[config.mk]
export PLATFORM = sky130hd
export DESIGN_NAME = lfsr_block_stream
export DESIGN_NICKNAME = d
export VERILOG_FILES = /design/src/rtl/lfsr_block_stream.sv
export SDC_FILE = /design/constraint.sdc
export NUM_CORES = 1
export LEC_CHECK = 0
export BUFFER_PORTS_ARGS = -buffer_cell sky130_fd_sc_hd__buf_2
export CAP_MARGIN = 20
export CORE_MARGIN = 2
export CORE_UTILIZATION = 25
export DETAILED_ROUTE_END_ITERATION = 12
export MAX_ROUTING_LAYER = met4
export PLACE_DENSITY = 0.48
export SLEW_MARGIN = 20
export SYNTH_ARGS = -nofsm -noshare
export SYNTH_HDL_FRONTEND = slang
export SYNTH_SLANG_ARGS = --single-unit
[constraint.sdc]
create_clock -name clk_in -period 1.2 [get_ports clk_in]
set_input_delay 0.12 -clock clk_in [delete_from_list [all_inputs] [get_ports clk_in]]
set_output_delay 0.12 -clock clk_in [all_outputs]
set_load 0.03 [all_outputs]
[src/rtl/lfsr_block_stream.sv]
// Streams a TOTAL_BITS random number as NUM_BLOCKS words, least-significant word first, from a Galois LFSR or constant patterns.
// Define LFSR_FORCE_ODD_TOP_EN to force an odd, full-width number in LFSR mode.
module lfsr_block_stream #(
  parameter int                    WORD_WIDTH = 32,
  parameter int                    TOTAL_BITS = 4096,
  parameter logic [WORD_WIDTH-1:0] POLY       = 32'h80200003,
  parameter logic [WORD_WIDTH-1:0] SEED       = 32'h00000001,
  localparam int                   NUM_BLOCKS = TOTAL_BITS / WORD_WIDTH,
  localparam int                   IDX_W      = (NUM_BLOCKS > 1) ? $clog2(NUM_BLOCKS) : 1
) (
  input  logic                  clk_in,
  input  logic                  rst_n_in,
  input  logic                  trigger_in,
  input  logic [1:0]            mode_in,
  input  logic [WORD_WIDTH-1:0] seed_in,
  input  logic                  seed_valid_in,
  input  logic                  ready_in,
  output logic [WORD_WIDTH-1:0] rand_out,
  output logic                  valid_out,
  output logic                  last_out,
  output logic [IDX_W-1:0]      block_idx_out,
  output logic                  busy_out
);

  localparam logic [0:0] ST_IDLE   = 1'b0;
  localparam logic [0:0] ST_STREAM = 1'b1;

  localparam logic [1:0] MODE_LFSR = 2'd0;
  localparam logic [1:0] MODE_ONE  = 2'd1;
  localparam logic [1:0] MODE_ZERO = 2'd2;

  localparam logic [IDX_W-1:0] LAST_IDX = IDX_W'(NUM_BLOCKS - 1);

  logic [0:0]            state_reg, state_next;
  logic [WORD_WIDTH-1:0] lfsr_reg, lfsr_next;
  logic [IDX_W-1:0]      idx_reg, idx_next;
  logic [1:0]            mode_reg, mode_next;

  logic                  streaming;
  logic                  at_last;
  logic                  accept;
  logic [WORD_WIDTH-1:0] lfsr_stepped;

  assign streaming    = (state_reg == ST_STREAM);
  assign at_last      = (idx_reg == LAST_IDX);
  assign accept       = streaming && ready_in;
  assign lfsr_stepped = {1'b0, lfsr_reg[WORD_WIDTH-1:1]} ^ (lfsr_reg[0] ? POLY : '0);

  always_comb begin
    state_next = state_reg;
    lfsr_next  = lfsr_reg;
    idx_next   = idx_reg;
    mode_next  = mode_reg;
    case (state_reg)
      ST_IDLE: begin
        // A zero seed would lock the LFSR up, so it is replaced by SEED.
        if (seed_valid_in)
          lfsr_next = (seed_in == '0) ? SEED : seed_in;
        if (trigger_in) begin
          state_next = ST_STREAM;
          idx_next   = '0;
          mode_next  = (mode_in == 2'd3) ? MODE_LFSR : mode_in;
        end
      end
      ST_STREAM: begin
        if (accept) begin
          if (mode_reg == MODE_LFSR)
            lfsr_next = lfsr_stepped;
          if (at_last) begin
            state_next = ST_IDLE;
            idx_next   = '0;
          end else begin
            idx_next = idx_reg + 1'b1;
          end
        end
      end
      default: begin
        state_next = ST_IDLE;
        idx_next   = '0;
      end
    endcase
  end

  always_ff @(posedge clk_in or negedge rst_n_in) begin
    if (!rst_n_in) begin
      state_reg <= ST_IDLE;
      lfsr_reg  <= SEED;
      idx_reg   <= '0;
      mode_reg  <= MODE_LFSR;
    end else begin
      state_reg <= state_next;
      lfsr_reg  <= lfsr_next;
      idx_reg   <= idx_next;
      mode_reg  <= mode_next;
    end
  end

  // Output word is a pure decode of registered state, so it holds under backpressure.
  logic [WORD_WIDTH-1:0] word_next;
  always_comb begin
    word_next = '0;
    if (streaming) begin
      case (mode_reg)
        MODE_LFSR: begin
          word_next = lfsr_reg;
`ifdef LFSR_FORCE_ODD_TOP_EN
          if (idx_reg == '0)
            word_next[0] = 1'b1;
          if (at_last)
            word_next[WORD_WIDTH-1] = 1'b1;
`endif
        end
        MODE_ONE:  word_next = (idx_reg == '0) ? WORD_WIDTH'(1) : '0;
        MODE_ZERO: word_next = '0;
        default:   word_next = '0;
      endcase
    end
  end

  assign rand_out      = word_next;
  assign valid_out     = streaming;
  assign busy_out      = streaming;
  assign last_out      = streaming && at_last;
  assign block_idx_out = idx_reg;

endmodule

== Word-level counts from Yosys, hierarchy flattened ==
Index checks and enable logic that the tools add are counted.

* $add $sub $neg: 1
* Equality and inequality tests: 7
* Bitwise logic cells: 2
* Reductions and logical operators: 8
* Mux-type cells: 18

{| class="wikitable"
|+ Operators by type and width
! operator !! count
|-
| two-way mux 32 bit || 6
|-
| case mux 32 bit (2 select lines) || 2
|-
| logical NOT 32 bit || 1
|-
| XOR 31 x 32 -> 32 bit || 1
|-
| two-way mux 7 bit || 3
|-
| case mux 7 bit (2 select lines) || 1
|-
| adder 7 x 1 -> 7 bit, second input constant || 1
|-
| equality test 7 bit, second input constant || 1
|-
| logical NOT 7 bit || 1
|-
| two-way mux 1 bit || 4
|-
| != test 2 x 1 -> 1 bit, second input constant || 2
|-
| != test 2 bit, second input constant || 2
|-
| AND reduction 2 bit || 2
|-
| AND reduction 3 bit || 1
|-
| equality test 2 x 1 -> 1 bit, second input constant || 1
|-
| equality test 2 bit, second input constant || 1
|-
| logical AND 1 bit || 2
|-
| logical NOT 2 bit || 1
|-
| two-way mux 2 bit || 1
|-
| case mux 1 bit (2 select lines) || 1
|-
| NOT 1 bit || 1
|}

* Input port bits: 39
* Output and inout bits: 42
* Register bits after elaboration: 42

== Longest topological paths before layout ==
* Depth after elaboration: 5
* Gate-level depth with buffers: 5

== Worst setup path after synthesis ==
No wires, ideal clock.

* Path kind: register to register
* Start: register idx_reg[0] (netlist: block_idx_out[0])
* End: register idx_reg[3] (netlist: block_idx_out[3])
* Stages on the path, launching flop included: 6
* Arrival time: 1.466 ns
* Path buffers: 0
* Setup time: 0.120 ns
* Data required time: 1.080 ns
* Path slack: -0.386 ns
* Path through: dfrtp_1 > ha_1 > nand4_1 > nor2_1 > o211ai_1 > a31o_2

* Word-level cells in the longest chain between the ends: 4
* Elaborated cells on any way between the ends: 5

{| class="wikitable"
|+ RTL lines
! item !! line !! RTL
|-
| start, declared || 36 || <nowiki>logic [IDX_W-1:0] idx_reg, idx_next;</nowiki>
|-
| start signal, assigned || 93 || <nowiki>idx_reg <= idx_next;</nowiki>
|-
| adder 7 x 1 -> 7 bit or equality test 7 bit (tied branches) || 73, 45 ||
|-
| two-way mux 7 bit * || 69 || <nowiki>if (at_last) begin</nowiki>
|-
| two-way mux 7 bit * || 66 || <nowiki>if (accept) begin</nowiki>
|-
| case mux 7 bit (2 select lines) * || 54 || <nowiki>case (state_reg)</nowiki>
|}

Every way passes the cells marked *; elsewhere a longest branch is shown, timed or not. The select of a mux whose other input is x is not followed.
A chain may end at the register's enable or synchronous reset.

== Final worst setup path ==
* Start: register idx_reg[5] (netlist: block_idx_out[5])
* End: output rand_out[0]

* Word-level cells in the longest chain between the ends: 4

{| class="wikitable"
|+ RTL lines
! item !! line !! RTL
|-
| logical NOT 7 bit || 113 || <nowiki>MODE_ONE: word_next = (idx_reg == '0) ? WORD_WIDTH'(1) : '0;</nowiki>
|-
| two-way mux 1 bit || 113 ||
|-
| case mux 32 bit (2 select lines) || 103 || <nowiki>case (mode_reg)</nowiki>
|-
| two-way mux 32 bit || 102 || <nowiki>if (streaming) begin</nowiki>
|-
| end, declared || 18 || <nowiki>output logic [WORD_WIDTH-1:0] rand_out,</nowiki>
|}

No other way between the ends.

==> summary.txt <==
Status
  – Run status: finished, violations left
  – Failing checks: setup timing

Yosys
  – Yosys warns: 0
  – Number of synthesized flops with an enable pin: 0
  – Synth cell types: 37
  – Synth top area share: 42.2%
  – Yosys top cell by area: dfrtp_1
  – Yosys reg bits: 42
  – Mapped Cells: 263
  – Top-count cell post-synth: nand2_1
  – Top post-synthesis cells by area: dfrtp_1 (42%), mux2i_1 (12%), and3_1 (8.5%), o21ai_0 (7.4%), nand2_1 (6.6%)
  – Top post-synthesis cells by count: nand2_1 (43), dfrtp_1 (41), o21ai_0 (36)
  – Synth Cell Area: 0.00243 sq mm
  – Mapped Nets: 304
  – Syn_area_per_cell: 9.24 sq um
  – Register area share after synthesis: 43.3%
  – Async SR Flop Fraction: 100%
  – Top FF cell, synth: dfrtp_1

Layout
  – Cell Count, Final, Fillers Out: 526
  – # fillers: 881
  – Fin util: 49.1%
  – Sequential cell area: 0.00106 sq mm
  – Fraction of layout cells with a size suffix above 1: 65.5%
  – Multi-input logic area: 0.00171 sq mm
  – Finished Cell Area: 0.00458 sq mm
  – Area grow syn2layout: 88.5%
  – Largest register FFs: 32
  – Diode count: 0
  – Nets@finish: 437

Floorplan
  – Chip Width: 103 um
  – Row cnt: 35
  – Core Area: 0.00933 sq mm
  – Initial core utilization: 26.0%
  – # IOs: 81
  – Area of the die: 0.0105 sq mm
  – Chip height: 103 um

Global route
  – Global-route total usage across every layer: 17.3%
  – First-pass GRT wire length: 13.5 mm
  – Vias in the first global route: 2,510
  – Total global routing overflow: 0
  – Largest net degree at the start of global routing: 24
  – Initial antenna violation count: 0

Detailed routing
  – Via/cell ratio: 4.76
  – Routed Antenna Nets: 0
  – Drt pass-1 iters: 4
  – Mean routed wirelength per cell: 16.9 um
  – Number of remaining DRC errors: 0
  – WL final: 8.88 mm
  – Initial DRC Count: 89
  – Via count: 2,504

Timing
  – Least-Margin Pin Slew: 0.412 ns
  – Max Fclk: 631 MHz
  – Post-route minimum period: 1.59 ns
  – Final WS setup: -0.386 ns
  – Final Max Tran Viols: 0
  – Relative slew slack: 72.5%
  – Final setup vio count: 75
  – Skew final: 0.00532 ns
  – Hold Slack: 0.0787 ns
  – Final period util: 132%
  – RSZ-0062 raised after global routing: yes
  – Setup_tns: -20.87 ns
  – Fin. Hold Viols: 0

Power and ir drop
  – Total power: 8.17 mW
  – P_leak: 2.27 nW
  – Peak VDD IR: 0.699 mV
  – Cell Pwr Density: 1780 mW/mm^2

Setup path
  – R2R depth: 5
  – CP required: 1.08 ns
  – Max FO, Critical Path: 2
  – Startpoint types: flip-flop
  – Crit path DAT: 1.47 ns
  – CP endpoint kind: output pin
  – WS Path Type: reg -> out
  – FF-to-FF Start: busy_out$_DFF_PN0_
  – Flop-to-flop setup slack: -0.30 ns
  – Reg2reg end: lfsr_reg[13]$_DFFE_PN0P_

Place
  – Detailed Place HPWL: 5.51 mm
  – Setup slack at placement: -0.153 ns
  – Placed cell areas: 0.00347 sq mm
  – Dpl cells: 491
  – PortBufs: 80
  – GPL Wtd Cong: 0.814

Clock network
  – Clock Path Buffers: 2
  – Clock slew at reported path FFs: 0.08 ns
  – CTS Sinks: 42
  – Skew-Pair Late Insertion Delay: 0.29 ns
  – CTS H-tree lvls: 2
  – Cts bufs inserted: 5
  – Clock Tree Root: clkbuf_8
  – CTS tree: yes

Min path
  – Hold path depth: 3
  – Hold Path Origin: mode_in[0]
  – Min-Delay Endpoint: mode_reg[0]$_DFFE_PN0P_
  – Hold Path Class: in -> reg

Run
  – Max-cap violations: 0
-- layout make-up --
cell class | count | share of cell area (%)
clock inverter | 1 | 0.109
timing repair buffer | 147 | 33.5
tap | 129 | 3.52
inverter | 6 | 0.492
clock buffer | 7 | 1.88
sequential | 42 | 23.2
multi-input combinational | 194 | 37.2
-- repair_timing --
item	CTS	global route
setup buffers	19	6
hold buffers	1	0
resized for setup	158	71
endpoints found under the setup margin	75	82
pin swaps	46	26
hold endpoints to repair	11	0
gates cloned	10	4
-- power breakdown --
group          internal (mW)  switching, mW
Combinational           2.35           2.13
Sequential              2.05          0.698
Clock                  0.465          0.481
-- per-layer routing --
| layer | global-route usage, % | part of all wire [%] | wire length [um] |
|---|---|---|---|
| met5 | - | 0 | 0 |
| met4 | 5.33 | 1.7 | 148 |
| met3 | 2.44 | 4.2 | 369 |
| met2 | 26.6 | 48 | 4250 |
| met1 | 23.7 | 46 | 4110 |
-- how the worst max path moves through the flow --
| stage | start | to | slack (ns) | cells after the start |
|---|---|---|---|---|
| floorplan | block_idx_out[0]$_DFFE_PN0P_ | block_idx_out[3]$_DFFE_PN0P_ | -0.20 | 5 |
| global placement | seed_in[26] | lfsr_reg[0]$_DFFE_PN1P_ | -0.19 | 6 |
| detailed placement | seed_in[0] | lfsr_reg[0]$_DFFE_PN1P_ | -0.15 | 6 |
| CTS | block_idx_out[3]$_DFFE_PN0P_ | rand_out[0] | -0.41 | 5 |
| global route | block_idx_out[0]$_DFFE_PN0P_ | rand_out[0] | -0.44 | 6 |
| finish | block_idx_out[5]$_DFFE_PN0P_ | rand_out[0] | -0.39 | 5 |
-- layout by cell type (no fill, tap or decap), types with 8 or more instances in the layout --
cell     synthesis  final
buf_12           0     14
o21ai_2          0     16
buf_2            9     41
and3_4           0     33
nand2_4          0     14
dfrtp_1         41     34
nor4_1           9      8
nand2_2          0     19
mux2i_1         30     30
buf_6            2     52
o21ai_1          2     21
buf_4            2     28
nand2_1         43     10
-- worst max-delay path, stage by stage (launching register included) --
cell and delay, ns:
dfrtp_2 0.42, nor4_2 0.26, nand4b_1 0.11, o21ai_1 0.08, and3_4 0.18, buf_6 0.12
-- kinds of logic (layout without fill, tap and decap cells) --
logic type	after synthesis	in the layout	synth area share, %
buffers and inverters	27	161	5.56
XOR/XNOR	6	6	2.16
multiplexers	30	30	12.4
AND/OR/NAND/NOR	105	105	22.9
adder cells (fa/ha/maj)	2	2	1.03
flip-flops	42	42	43.3
AO/OA/AOI/OAI	51	51	12.7
(Power assumes the default switching activity.)
